File: src/rtl/mcycle_if.sv
// Handshake bundle between the T-state machine (master) and the machine-cycle
// sequencer (slave): opcode, end-of-cycle strobe, and the cycle qualifiers.
interface mcycle_if #(
    parameter int DATASIZE = 8
);
    logic [DATASIZE-1:0] code;
    logic                mc_end;
    logic                intr;
    logic [2:0]          stat;
    logic [1:0]          mcnt;
    logic                fmc;
    logic                lmc;
    logic                go6;
    logic                bimc;
    logic                halt;
    logic                inta;

    modport master (
        output code, mc_end, intr,
        input  stat, mcnt, fmc, lmc, go6, bimc, halt, inta
    );

    modport slave (
        input  code, mc_end, intr,
        output stat, mcnt, fmc, lmc, go6, bimc, halt, inta
    );
endinterface

File: src/rtl/mcycle_ctrl.sv
// 8085 machine-cycle sequencer: decodes the opcode into the M2..M4 bus-cycle list
// and steps through it on mc_end. Define MCYCLE_INTA_EN for the interrupt-acknowledge path.
module mcycle_ctrl (
    input  logic     clk,
    input  logic     rst,
    mcycle_if.slave  bus
);

    typedef enum logic [2:0] {CY_MR, CY_MW, CY_IOR, CY_IOW, CY_BI} cyc_e;
    typedef enum logic [1:0] {ST_M1, ST_MX, ST_HALT} state_e;

    typedef struct packed {
        logic [1:0] len;
        cyc_e       c1;
        cyc_e       c2;
        cyc_e       c3;
    } seq_t;

    typedef struct packed {
        logic go6;
        logic hlt;
        seq_t seq;
    } dec_t;

    function automatic dec_t decode(input logic [7:0] op);
        dec_t d;
        d = '{go6: 1'b0, hlt: 1'b0, seq: '{len: 2'd0, c1: CY_MR, c2: CY_MR, c3: CY_MR}};
        // 76h is tested first, so the ddd/sss != 110 exclusions below hold implicitly
        if (op == 8'h76) begin
            d.hlt = 1'b1;
        end else if (op[7:6] == 2'b00 && op[2:0] == 3'b110 && op[5:3] != 3'b110) begin
            d.seq.len = 2'd1;
        end else if (op[7:6] == 2'b01 && op[2:0] == 3'b110) begin
            d.seq.len = 2'd1;
        end else if (op[7:3] == 5'b01110) begin
            d.seq.len = 2'd1;
            d.seq.c1  = CY_MW;
        end else if (op[7:6] == 2'b00 && op[3:0] == 4'b0001) begin
            d.seq.len = 2'd2;
        end else if (op[7:6] == 2'b00 && op[3:0] == 4'b1001) begin
            d.seq.len = 2'd2;
            d.seq.c1  = CY_BI;
            d.seq.c2  = CY_BI;
        end else if ((op[7:6] == 2'b00 && op[2:0] == 3'b011) || op == 8'hF9 || op == 8'hE9) begin
            d.go6 = 1'b1;
        end else begin
            case (op)
                8'hC3: d.seq.len = 2'd2;
                8'h3A: d.seq.len = 2'd3;
                8'h32: begin d.seq.len = 2'd3; d.seq.c3 = CY_MW;  end
                8'hDB: begin d.seq.len = 2'd2; d.seq.c2 = CY_IOR; end
                8'hD3: begin d.seq.len = 2'd2; d.seq.c2 = CY_IOW; end
                default: ;
            endcase
        end
        return d;
    endfunction

    function automatic logic [2:0] cyc_stat(input cyc_e c);
        case (c)
            CY_MW:   return 3'b001;
            CY_IOR:  return 3'b110;
            CY_IOW:  return 3'b101;
            default: return 3'b010;
        endcase
    endfunction

    logic intr_en;
`ifdef MCYCLE_INTA_EN
    assign intr_en = bus.intr;
`else
    logic unused_intr;
    assign unused_intr = bus.intr;
    assign intr_en     = 1'b0;
`endif

    state_e     state_q, state_d;
    logic [1:0] mcnt_q, mcnt_d;
    seq_t       seq_q, seq_d;
    logic       inta_q, inta_d;
    dec_t       dec;
    cyc_e       cur_cyc;
    logic       lmc_c, go6_c;

    assign dec     = decode(bus.code[7:0]);
    assign cur_cyc = (mcnt_q == 2'd1) ? seq_q.c1 : (mcnt_q == 2'd2) ? seq_q.c2 : seq_q.c3;

    always_comb begin
        // NOTE: every always_comb output gets a default first so no path infers a latch.
        state_d = state_q;
        mcnt_d  = mcnt_q;
        seq_d   = seq_q;
        inta_d  = inta_q;
        lmc_c   = 1'b0;
        go6_c   = 1'b0;
        case (state_q)
            ST_M1: begin
                lmc_c = (dec.seq.len == 2'd0);
                go6_c = dec.go6;
                if (bus.mc_end) begin
                    seq_d  = dec.seq;
                    inta_d = 1'b0;
                    mcnt_d = 2'd0;
                    if (dec.hlt) begin
                        state_d = ST_HALT;
                    end else if (dec.seq.len == 2'd0) begin
                        inta_d = intr_en;
                    end else begin
                        state_d = ST_MX;
                        mcnt_d  = 2'd1;
                    end
                end
            end
            ST_MX: begin
                lmc_c = (mcnt_q == seq_q.len);
                if (bus.mc_end) begin
                    if (lmc_c) begin
                        state_d = ST_M1;
                        mcnt_d  = 2'd0;
                        inta_d  = intr_en;
                    end else begin
                        mcnt_d  = mcnt_q + 2'd1;
                    end
                end
            end
            ST_HALT: begin
                // mc_end is ignored here; only an interrupt can leave without reset
                lmc_c = (dec.seq.len == 2'd0);
                go6_c = dec.go6;
                if (intr_en) begin
                    state_d = ST_M1;
                    inta_d  = 1'b1;
                end
            end
            default: state_d = ST_M1;
        endcase
    end

    // NOTE: sequential state uses non-blocking assignments so every register samples pre-edge values.
    always_ff @(posedge clk or posedge rst) begin
        if (rst) begin
            state_q <= ST_M1;
            mcnt_q  <= 2'd0;
            seq_q   <= '{len: 2'd0, c1: CY_MR, c2: CY_MR, c3: CY_MR};
            inta_q  <= 1'b0;
        end else begin
            state_q <= state_d;
            mcnt_q  <= mcnt_d;
            seq_q   <= seq_d;
            inta_q  <= inta_d;
        end
    end

    assign bus.stat = (state_q == ST_MX) ? cyc_stat(cur_cyc) : (inta_q ? 3'b111 : 3'b011);
    assign bus.mcnt = mcnt_q;
    assign bus.fmc  = (state_q != ST_MX);
    assign bus.bimc = (state_q == ST_MX) && (cur_cyc == CY_BI);
    assign bus.halt = (state_q == ST_HALT);
    assign bus.inta = inta_q;
    assign bus.lmc  = lmc_c;
    assign bus.go6  = go6_c;

endmodule

File: src/flat_wrapper.sv
// flat-port wrapper written by rule: the top's interface ports become plain ports
module mcycle_ctrl_flat 
  (clk, rst, bus_code, bus_mc_end, bus_intr, bus_stat, bus_mcnt, bus_fmc, bus_lmc, bus_go6, bus_bimc, bus_halt, bus_inta);
  mcycle_if #(.DATASIZE(8)) bus_i ();
  input  logic clk;
  input  logic rst;
  input wire logic [$bits(bus_i.code)-1:0] bus_code;
  input wire logic [$bits(bus_i.mc_end)-1:0] bus_mc_end;
  input wire logic [$bits(bus_i.intr)-1:0] bus_intr;
  output wire logic [$bits(bus_i.stat)-1:0] bus_stat;
  output wire logic [$bits(bus_i.mcnt)-1:0] bus_mcnt;
  output wire logic [$bits(bus_i.fmc)-1:0] bus_fmc;
  output wire logic [$bits(bus_i.lmc)-1:0] bus_lmc;
  output wire logic [$bits(bus_i.go6)-1:0] bus_go6;
  output wire logic [$bits(bus_i.bimc)-1:0] bus_bimc;
  output wire logic [$bits(bus_i.halt)-1:0] bus_halt;
  output wire logic [$bits(bus_i.inta)-1:0] bus_inta;
  assign bus_i.code = bus_code;
  assign bus_i.mc_end = bus_mc_end;
  assign bus_i.intr = bus_intr;
  assign bus_stat = bus_i.stat;
  assign bus_mcnt = bus_i.mcnt;
  assign bus_fmc = bus_i.fmc;
  assign bus_lmc = bus_i.lmc;
  assign bus_go6 = bus_i.go6;
  assign bus_bimc = bus_i.bimc;
  assign bus_halt = bus_i.halt;
  assign bus_inta = bus_i.inta;
  mcycle_ctrl u_core (.clk(clk), .rst(rst), .bus(bus_i));
endmodule
File: config.mk
export PLATFORM = sky130hd
export DESIGN_NAME = mcycle_ctrl_flat
export DESIGN_NICKNAME = d
export VERILOG_FILES = /design/src/rtl/mcycle_if.sv /design/src/rtl/mcycle_ctrl.sv /design/src/flat_wrapper.sv
export SDC_FILE = /design/constraint.sdc
export NUM_CORES = 1
export LEC_CHECK = 0
export ABC_AREA = 1
export CAP_MARGIN = 20
export CORE_UTILIZATION = 43
export DETAILED_ROUTE_END_ITERATION = 6
export PLACE_DENSITY = 0.69
export SETUP_SLACK_MARGIN = 0.05
export SYNTH_ARGS = -nofsm -noshare
export SYNTH_HDL_FRONTEND = slang
export SYNTH_SLANG_ARGS = --single-unit
File: constraint.sdc
create_clock -name clk -period 1.9 [get_ports clk]
set_input_delay 0.38 -clock clk [delete_from_list [all_inputs] [get_ports clk]]
set_output_delay 0.38 -clock clk [all_outputs]
set_load 0.01 [all_outputs]
; Yosys cells after proc, flatten, opt, wreduce, memory -nomap -nowiden
; Cells that the tools add are included.
[totals]
ram_bits = 0
n_memories = 0
rom_bits = 0
reg_bits = 16
output_inout_bits = 11
input_bits = 12
latch_bits = 0
[op_classes]
n_lt_le_gt_ge = 0
muxes = 49
shift = 0
div_mod_pow = 0
n_addsub = 1
n_bitwise = 1
reduce_logical = 20
eq_ne = 29
mul = 0
[op_table]
columns = cell, n
row1 = $eq A8 B8 Y1 const B, 5
row2 = $mux W2, 14
row3 = $mux W9, 3
row4 = $mux W3, 7
row5 = $eq A8 B6 Y1 const B, 2
row6 = $mux W1, 14
row7 = $pmux W2 S2, 3
row8 = $mux W11, 1
row9 = $mux W5, 2
row10 = $eq A3 B2 Y1 const B, 3
row11 = $pmux W3 S3, 1
row12 = $eq A8 B7 Y1 const B, 1
row13 = $logic_and A1 B1 Y1, 7
row14 = $eq A2 B1 Y1 const B, 3
row15 = $eq A3 B3 Y1 const B, 2
row16 = $logic_not A2 Y1, 3
row17 = $mux W6, 1
row18 = $pmux W2 S3, 1
row19 = $eq A5 B4 Y1 const B, 1
row20 = $reduce_and A5 Y1, 1
row21 = $eq A2 B2 Y1 const B, 2
row22 = $eq A4 B1 Y1 const B, 1
row23 = $eq A4 B4 Y1 const B, 1
row24 = $ne A2 B1 Y1 const B, 2
row25 = other kinds (15), 19

; Depth between registers and ports, before layout
; Gate-level depths: netlist (run 1).
[depth]
word_depth = 16
depth_mapped = 9
ltp_nobuf = 9

; Worst setup path before layout (run 1)
; OpenSTA, ideal clock, no wires.
[synth_path]
path_kind = register -> output
from = register u_core.mcnt_q[0], in the netlist u_core.bus.mcnt[0]
to = output port bus_bimc
path_stages_with_launch = 6
slack_ns = 0.200
arrival_ns = 1.320
t_required_ns = 1.520
path_cell_list = dfrtp_1 > inv_1 > ha_1 > a21oi_1 > a22oi_1 > nor4_1
[synth_via]
elab_chain_len = 5
[synth_lines]
columns = item, line
row1 = from (decl), mcycle_ctrl.sv:78  ; logic [1:0] mcnt_q, mcnt_d;
row2 = from (signal assigned), mcycle_ctrl.sv:148  ; mcnt_q <= mcnt_d;
row3 = $eq A2 B2 Y1, mcycle_ctrl.sv:86  ; assign cur_cyc = (mcnt_q == 2'd1) ? seq_q.c1 : (mcnt_q == 2'd2) ? seq_q.c2 : seq_q.c3;
row4 = $mux W3, mcycle_ctrl.sv:86
row5 = $mux W3 *, mcycle_ctrl.sv:86
row6 = $eq A3 B3 Y1 *, mcycle_ctrl.sv:157  ; assign bus.bimc = (state_q == ST_MX) && (cur_cyc == CY_BI);
row7 = $logic_and A1 B1 Y1 *, mcycle_ctrl.sv:157
row8 = to (decl), flat_wrapper.sv:15  ; output wire logic [$bits(bus_i.bimc)-1:0] bus_bimc;
; Every way passes the cells marked *; elsewhere a longest branch is shown, timed or not.

; Worst setup path after layout (run 1)
[layout_path]
from = register u_core.mcnt_q[0], in the netlist u_core.bus.mcnt[0]
to = output port bus_stat[1]
[layout_via]
elab_chain_len = 6
[layout_lines]
columns = item, line
row1 = $eq A2 B2 Y1, mcycle_ctrl.sv:86
row2 = $mux W3, mcycle_ctrl.sv:86
row3 = $mux W3 *, mcycle_ctrl.sv:86
row4 = $eq A3 B2 Y1 or $eq A3 B1 Y1 (tied branches), mcycle_ctrl.sv:60  ; case (c)
row5 = $pmux W3 S3 *, mcycle_ctrl.sv:60
row6 = $mux W3 *, mcycle_ctrl.sv:154  ; assign bus.stat = (state_q == ST_MX) ? cyc_stat(cur_cyc) : (inta_q ? 3'b111 : 3'b011);
row7 = to (decl), flat_wrapper.sv:10  ; output wire logic [$bits(bus_i.stat)-1:0] bus_stat;
; Marked as above.

==> results of run 1 <==
## flip-flops by register name, indices dropped and copies added (netlist names)
name	count
u_core.bus.mcnt	2
u_core.seq_q	7
u_core.state_q	2
## through the flow
stage,cell area [µm²],total power [mW],hold slack [ps]
3_5_place_dp,1190,0.780,481
5_1_grt,1370,1.09,455
2_1_floorplan,830,0.546,232
3_3_place_gp,1190,0.768,476
6_report,1370,1.02,392
4_1_cts,1270,0.968,421
## worst max path at each step
stage,start,to,depth (start not counted)
after floorplan,u_core.bus.mcnt[0]$_DFFE_PP0P_,bus_bimc,5
after global placement,bus_code[0],bus_go6,7
final,u_core.bus.mcnt[0]$_DFFE_PP0P_,bus_stat[1],5
after detailed placement,bus_code[0],bus_go6,7
after global routing,u_core.bus.mcnt[1]$_DFFE_PP0P_,bus_bimc,7
after CTS,u_core.bus.mcnt[0]$_DFFE_PP0P_,bus_bimc,6
## cell families after synthesis
kind of cell / share of synthesized area, %
AND/OR/NAND/NOR: 36.5
buffers and inverters: 12.4
AO/OA/AOI/OAI: 12.4
flip-flops: 33.2
XOR/XNOR: 2.11
adder cells (fa/ha/maj): 3.02
other: 0.452
## cells in the mapped netlist
library cell / count / area (µm²)
a21oi_1: 3 / 15.0
a21oi_2: 2 / 17.5
a22oi_1: 1 / 7.51
a32oi_1: 1 / 8.76
buf_4: 1 / 7.51
clkinv_2: 1 / 5.00
conb_1: 1 / 3.75
dfrtp_1: 11 / 275
ha_1: 2 / 25.0
inv_1: 20 / 75.1
inv_2: 4 / 15.0
nand2_1: 24 / 90.1
nand2_2: 2 / 12.5
nand3_1: 10 / 50.1
nand3_2: 1 / 10.0
nand4_1: 1 / 6.26
nor2_1: 16 / 60.1
nor2_2: 3 / 18.8
nor2_4: 2 / 22.5
nor3_1: 4 / 20.0
nor4_1: 1 / 6.26
o21ai_0: 8 / 40.0
o22ai_1: 1 / 6.26
o31ai_1: 1 / 7.51
or2_1: 1 / 6.26
xnor2_1: 2 / 17.5
## critical path, stage by stage, from the launching register on
cell     delay (ps)
dfrtp_1         410
buf_6           130
ha_4            180
a22oi_2         280
nand3_1         130
buf_2           160
## where the power goes
group	internal, mW	switching, mW	leakage (nW)
combinational	0.250	0.315	0.519
clock	0.0814	0.0889	0.0150
sequential	0.263	0.0264	0.148
## final cells by class
type,instances,area (µm²)
clock buffer,4,26.3
multi-input combinational,87,582
sequential,11,277
timing repair buffer,44,352
inverter,25,97.6
tap,25,31.3
fill,148,399
## what timing repair did
item | in CTS | in global routing
setup buffers | 3 | 4
gates resized for setup | 55 | 28
endpoints found under the setup margin | 7 | 8
hold buffers | 0 | 0
pin swaps | 12 | 20
## routing by layer
metal	wire, µm	global-route usage, %	share of wire, %
met5	0	0	0
met4	74	11.2	3.1
met3	70	3.57	2.9
met2	1250	45.1	52
met1	1030	27.3	43
==> flow_metrics.py, run 1 <==
metrics = {
    "clock_tree": {
        "cts.sinks": 11,
        "insertion_delay_ps": 280,
        "cts-root-buf": "clkbuf_4",
        "clock_path_buffers": 2,
        "h-tree-depth": 1,
        "numCtsBuffers": 3,
        "path_clk_slew_ps": 80,
        "cts_tree": "yes",
    },
    "worst_setup_path": {
        "regToRegSetupSlack_ps": 480,
        "crit_path_start_kind": "flop",
        "reg2reg_from": "u_core.bus.mcnt[0]$_DFFE_PP0P_",
        "worstSetupPathType": "reg -> out",
        "reg2reg_depth": 8,
        "cp-end-kind": "primary output",
        "reg2reg_to": "u_core.state_q[0]$_DFFE_PP0P_",
        "worstPathRequired_ps": 1520,
        "worstPathArrival_ps": 1570,
        "worst-path-max-fanout": 4,
    },
    "finish": {
        "antenna_cells": 0,
        "layout.nets": 186,
        "syn_to_final_growth_pct": 64.6,
        "fin_cells": 196,
        "final_cell_mix": "21 x buf_4, 20 x nand2_1, 15 x inv_1",
        "final_common_cell": "buf_4",
        "drive_gt1_share_pct": 45.0,
        "utilization_pct": 77.4,
    },
    "logic_synthesis": {
        "syn_area_um2": 830,
        "ys_seq_area_share_pct": 33.2,
        "synthCells": 124,
        "yosysWarnings": 0,
        "synth_nets": 138,
        "ys_ff_latch": 11,
        "syn_avg_cell_area_um2": 6.69,
        "yosys.cell_types.count": 26,
    },
    "detailed_routing": {
        "vias": 1004,
        "drc": 0,
        "first_iter_violations": 21,
        "wl_per_cell_um": 12.4,
        "wirelength_um": 2420,
        "viasPerCell": 5.12,
        "firstDrtPassIters": 6,
        "ant_nets": 0,
    },
    "flow_run": {
        "drv_cap": 0,
    },
    "placement": {
        "detailedPlace.worstSlack_ps": -658,
        "dp_cells": 186,
        "hpwl_um": 1580,
        "gp_congestion": 0.836,
        "port_buffers": 20,
    },
    "floorplan": {
        "start_util_pct": 47.0,
        "die_y_um": 45.9,
        "die_w_um": 45.9,
        "num_rows": 15,
        "dieArea_mm2": 0.00211,
        "ios": 23,
        "coreArea_mm2": 0.00176,
    },
    "sta": {
        "fin_setup_tns_ps": -124,
        "rsz0062_at_grt": "true",
        "setup_ws_ps": -54.7,
        "clock_skew_ps": 8.54,
        "post-route-min-period_ps": 1950,
        "finalCritPeriodShare_pct": 103,
        "finalSetupViolCount": 3,
        "hold_viol_final": 0,
        "fmax_mhz": 512,
        "slew_viol_final": 0,
    },
    "grt": {
        "grt_pass1_vias": 904,
        "grt_usage_pct": 24.5,
        "grt_max_degree": 12,
        "grt_pass1_wl_um": 3620,
        "antenna_found_initial": 0,
        "grt_overflow": 0,
    },
    "pwr": {
        "vdd_drop_max_uv": 792,
        "p_per_area_mw_per_mm2": 751,
        "p_leak_nw": 0.682,
    },
    "status": {
        "violations": "setup timing",
        "outcome": "complete, but fails checks",
    },
    "min_path": {
        "hold_class": "in -> async",
    },
}
Note: power is estimated with default switching activity, not from simulation.
==> inputs of run 2 (changes only) <==
--- a/config.mk
+++ b/config.mk
@@ -9,6 +9,7 @@
 export CAP_MARGIN = 20
 export CORE_UTILIZATION = 43
 export DETAILED_ROUTE_END_ITERATION = 6
+export HOLD_SLACK_MARGIN = 0.02
 export PLACE_DENSITY = 0.69
 export SETUP_SLACK_MARGIN = 0.05
 export SYNTH_ARGS = -nofsm -noshare
==> results of run 2 <==
Same layout as run 1: the final DEF is identical, and so are final timing and power.
==> inputs of run 3 (changes only) <==
--- a/config.mk
+++ b/config.mk
@@ -10,6 +10,7 @@
 export CORE_UTILIZATION = 43
 export DETAILED_ROUTE_END_ITERATION = 6
 export HOLD_SLACK_MARGIN = 0.02
+export MAX_ROUTING_LAYER = met4
 export PLACE_DENSITY = 0.69
 export SETUP_SLACK_MARGIN = 0.05
 export SYNTH_ARGS = -nofsm -noshare
==> run 3 against run 2 <==
Compared with the run above: the flow still finishes with violations (setup timing); via count is 0.60% lower; sequential share of layout area did not move; die area stayed put; wire length down 0.91%; non-clock buffer count unchanged; combinational power hardly changed; worst setup slack better by 1.0 ps; worst hold slack improved by 5.9 ps; power is 0.51% lower; sequential cell count did not move; design area unchanged; sequential power hardly changed; critical path type unchanged; largest power group unchanged.
==> flow_metrics.py, run 3 (synthesis results as in run 1) <==
metrics = {
    "worst_setup_path": {
        "crit_chain": "buf_6, ha_4, a22oi_2, nand3_1, buf_2",
        "worst-path-max-fanout": 4,
        "worstPathArrival_ps": 1570,
        "regToRegSetupSlack_ps": 480,
        "worstSetupPathType": "reg -> out",
        "crit_path_start_kind": "flop",
        "worstPathRequired_ps": 1520,
        "critPathMaxStageDelay_ps": 410,
        "cpMaxStageDelayCell": "dfrtp_1",
        "cp-end-kind": "primary output",
    },
    "sta": {
        "finalSetupViolCount": 3,
        "hold_viol_final": 0,
        "finalCritPeriodShare_pct": 103,
        "setup_ws_ps": -53.7,
        "clock_skew_ps": 5.70,
        "rsz0062_at_grt": "true",
        "fmax_mhz": 512,
        "holdWs_ps": 398,
        "fin_setup_tns_ps": -107,
        "post-route-min-period_ps": 1950,
        "slew_viol_final": 0,
    },
    "floorplan": {
        "ios": 23,
        "coreArea_mm2": 0.00176,
        "die_y_um": 45.9,
        "num_rows": 15,
        "die_w_um": 45.9,
        "start_util_pct": 47.0,
        "dieArea_mm2": 0.00211,
    },
    "pwr": {
        "vdd_drop_max_uv": 782,
        "p_per_area_mw_per_mm2": 747,
        "p_leak_nw": 0.682,
        "total_power_mw": 1.02,
    },
    "clock_tree": {
        "cts-root-buf": "clkbuf_4",
        "hold_buffers": 0,
        "insertion_delay_ps": 270,
        "h-tree-depth": 1,
        "cts.sinks": 11,
        "numCtsBuffers": 3,
        "clock_path_buffers": 2,
        "cts_tree": "yes",
        "path_clk_slew_ps": 80,
    },
    "status": {
        "violations": "setup timing",
        "outcome": "complete, but fails checks",
    },
    "flow_run": {
        "drv_cap": 0,
    },
    "detailed_routing": {
        "viasPerCell": 5.09,
        "wl_per_cell_um": 12.3,
        "ant_nets": 0,
        "drc": 0,
        "first_iter_violations": 21,
        "firstDrtPassIters": 4,
        "wirelength_um": 2400,
        "vias": 998,
    },
    "finish": {
        "fin_cells": 196,
        "fillers": 148,
        "utilization_pct": 77.4,
        "layout.nets": 186,
        "drive_gt1_share_pct": 45.0,
        "antenna_cells": 0,
        "largest_reg_flops": 7,
        "top_register": "u_core.seq_q",
        "syn_to_final_growth_pct": 64.6,
        "final_common_cell": "buf_4",
        "final_cell_mix": "21 x buf_4, 20 x nand2_1, 15 x inv_1",
    },
    "grt": {
        "antenna_found_initial": 0,
        "grt_max_degree": 12,
        "grt_pass1_vias": 903,
        "grt_usage_pct": 25.2,
        "grt_overflow": 0,
        "grt_pass1_wl_um": 3620,
    },
    "placement": {
        "hpwl_um": 1580,
        "dp_cells": 186,
        "port_buffers": 20,
        "gp_congestion": 0.849,
    },
    "min_path": {
        "hold_class": "in -> async",
    },
}
==> run 3: final cells by class <==
class | count | area, µm² | share of cell area [%]
Clock buffer | 4 | 26.3 | 1.92
Multi-Input combinational cell | 87 | 582 | 42.6
Tap cell | 25 | 31.3 | 2.29
Inverter | 25 | 97.6 | 7.15
Timing Repair Buffer | 44 | 352 | 25.8
Sequential cell | 11 | 277 | 20.3
==> run 3: final timing paths <==
kind	start	to	cells after the start
worst min register to register	u_core.seq_q[10]$_DFFE_PP0P_	u_core.seq_q[10]$_DFFE_PP0P_	2
min in group clk	bus_code[2]	u_core.seq_q[0]$_DFFE_PP0P_	4
max in group asynchronous	rst	u_core.bus.mcnt[1]$_DFFE_PP0P_	2
worst min-delay path	rst	u_core.seq_q[9]$_DFFE_PP0P_	2
worst max-delay path	u_core.bus.mcnt[0]$_DFFE_PP0P_	bus_stat[1]	5
worst max register to register	u_core.bus.mcnt[0]$_DFFE_PP0P_	u_core.state_q[0]$_DFFE_PP0P_	8
==> run 3: per-layer routing <==
metal | wire, µm | vias to the layer above | GRT usage (%)
li1 | - | 490 | -
met1 | 995 | 471 | 27.1
met2 | 1240 | 29 | 45.1
met3 | 85 | 8 | 3.57
met4 | 78 | 0 | 11.2
met5 | 0 | - | -
==> run 3: stage by stage <==
stage | cell area (µm²) | setup slack [ps]
after floorplan | 830 | 200
after global placement | 1190 | -627
after detailed placement | 1190 | -658
after CTS | 1270 | -7.53
after global routing | 1370 | -138
final | 1370 | -53.7
==> run 3: critical path, delay by kind of cell, from the launching register on <==
| kind | cells | cell delay, ps |
|---|---|---|
| AO/OA/AOI/OAI | 1 | 280 |
| flip-flops | 1 | 410 |
| AND/OR/NAND/NOR | 1 | 130 |
| buffers and inverters | 2 | 290 |
| adder cells (fa/ha/maj) | 1 | 180 |
==> run 3: repair_timing <==
item,4_1_cts,5_1_grt
endpoints found under the setup margin,7,8
resized for setup,55,28
buffers inserted,3,4
pin swaps,12,20
==> run 3: report_power, final <==
part | total (mW) | leakage [nW] | switching (mW) | internal (mW)
registers | 0.289 | 0.148 | 0.0259 | 0.263
logic | 0.563 | 0.519 | 0.314 | 0.250
clock network | 0.167 | 0.0150 | 0.0856 | 0.0813
total | 1.02 | 0.682 | 0.425 | 0.594
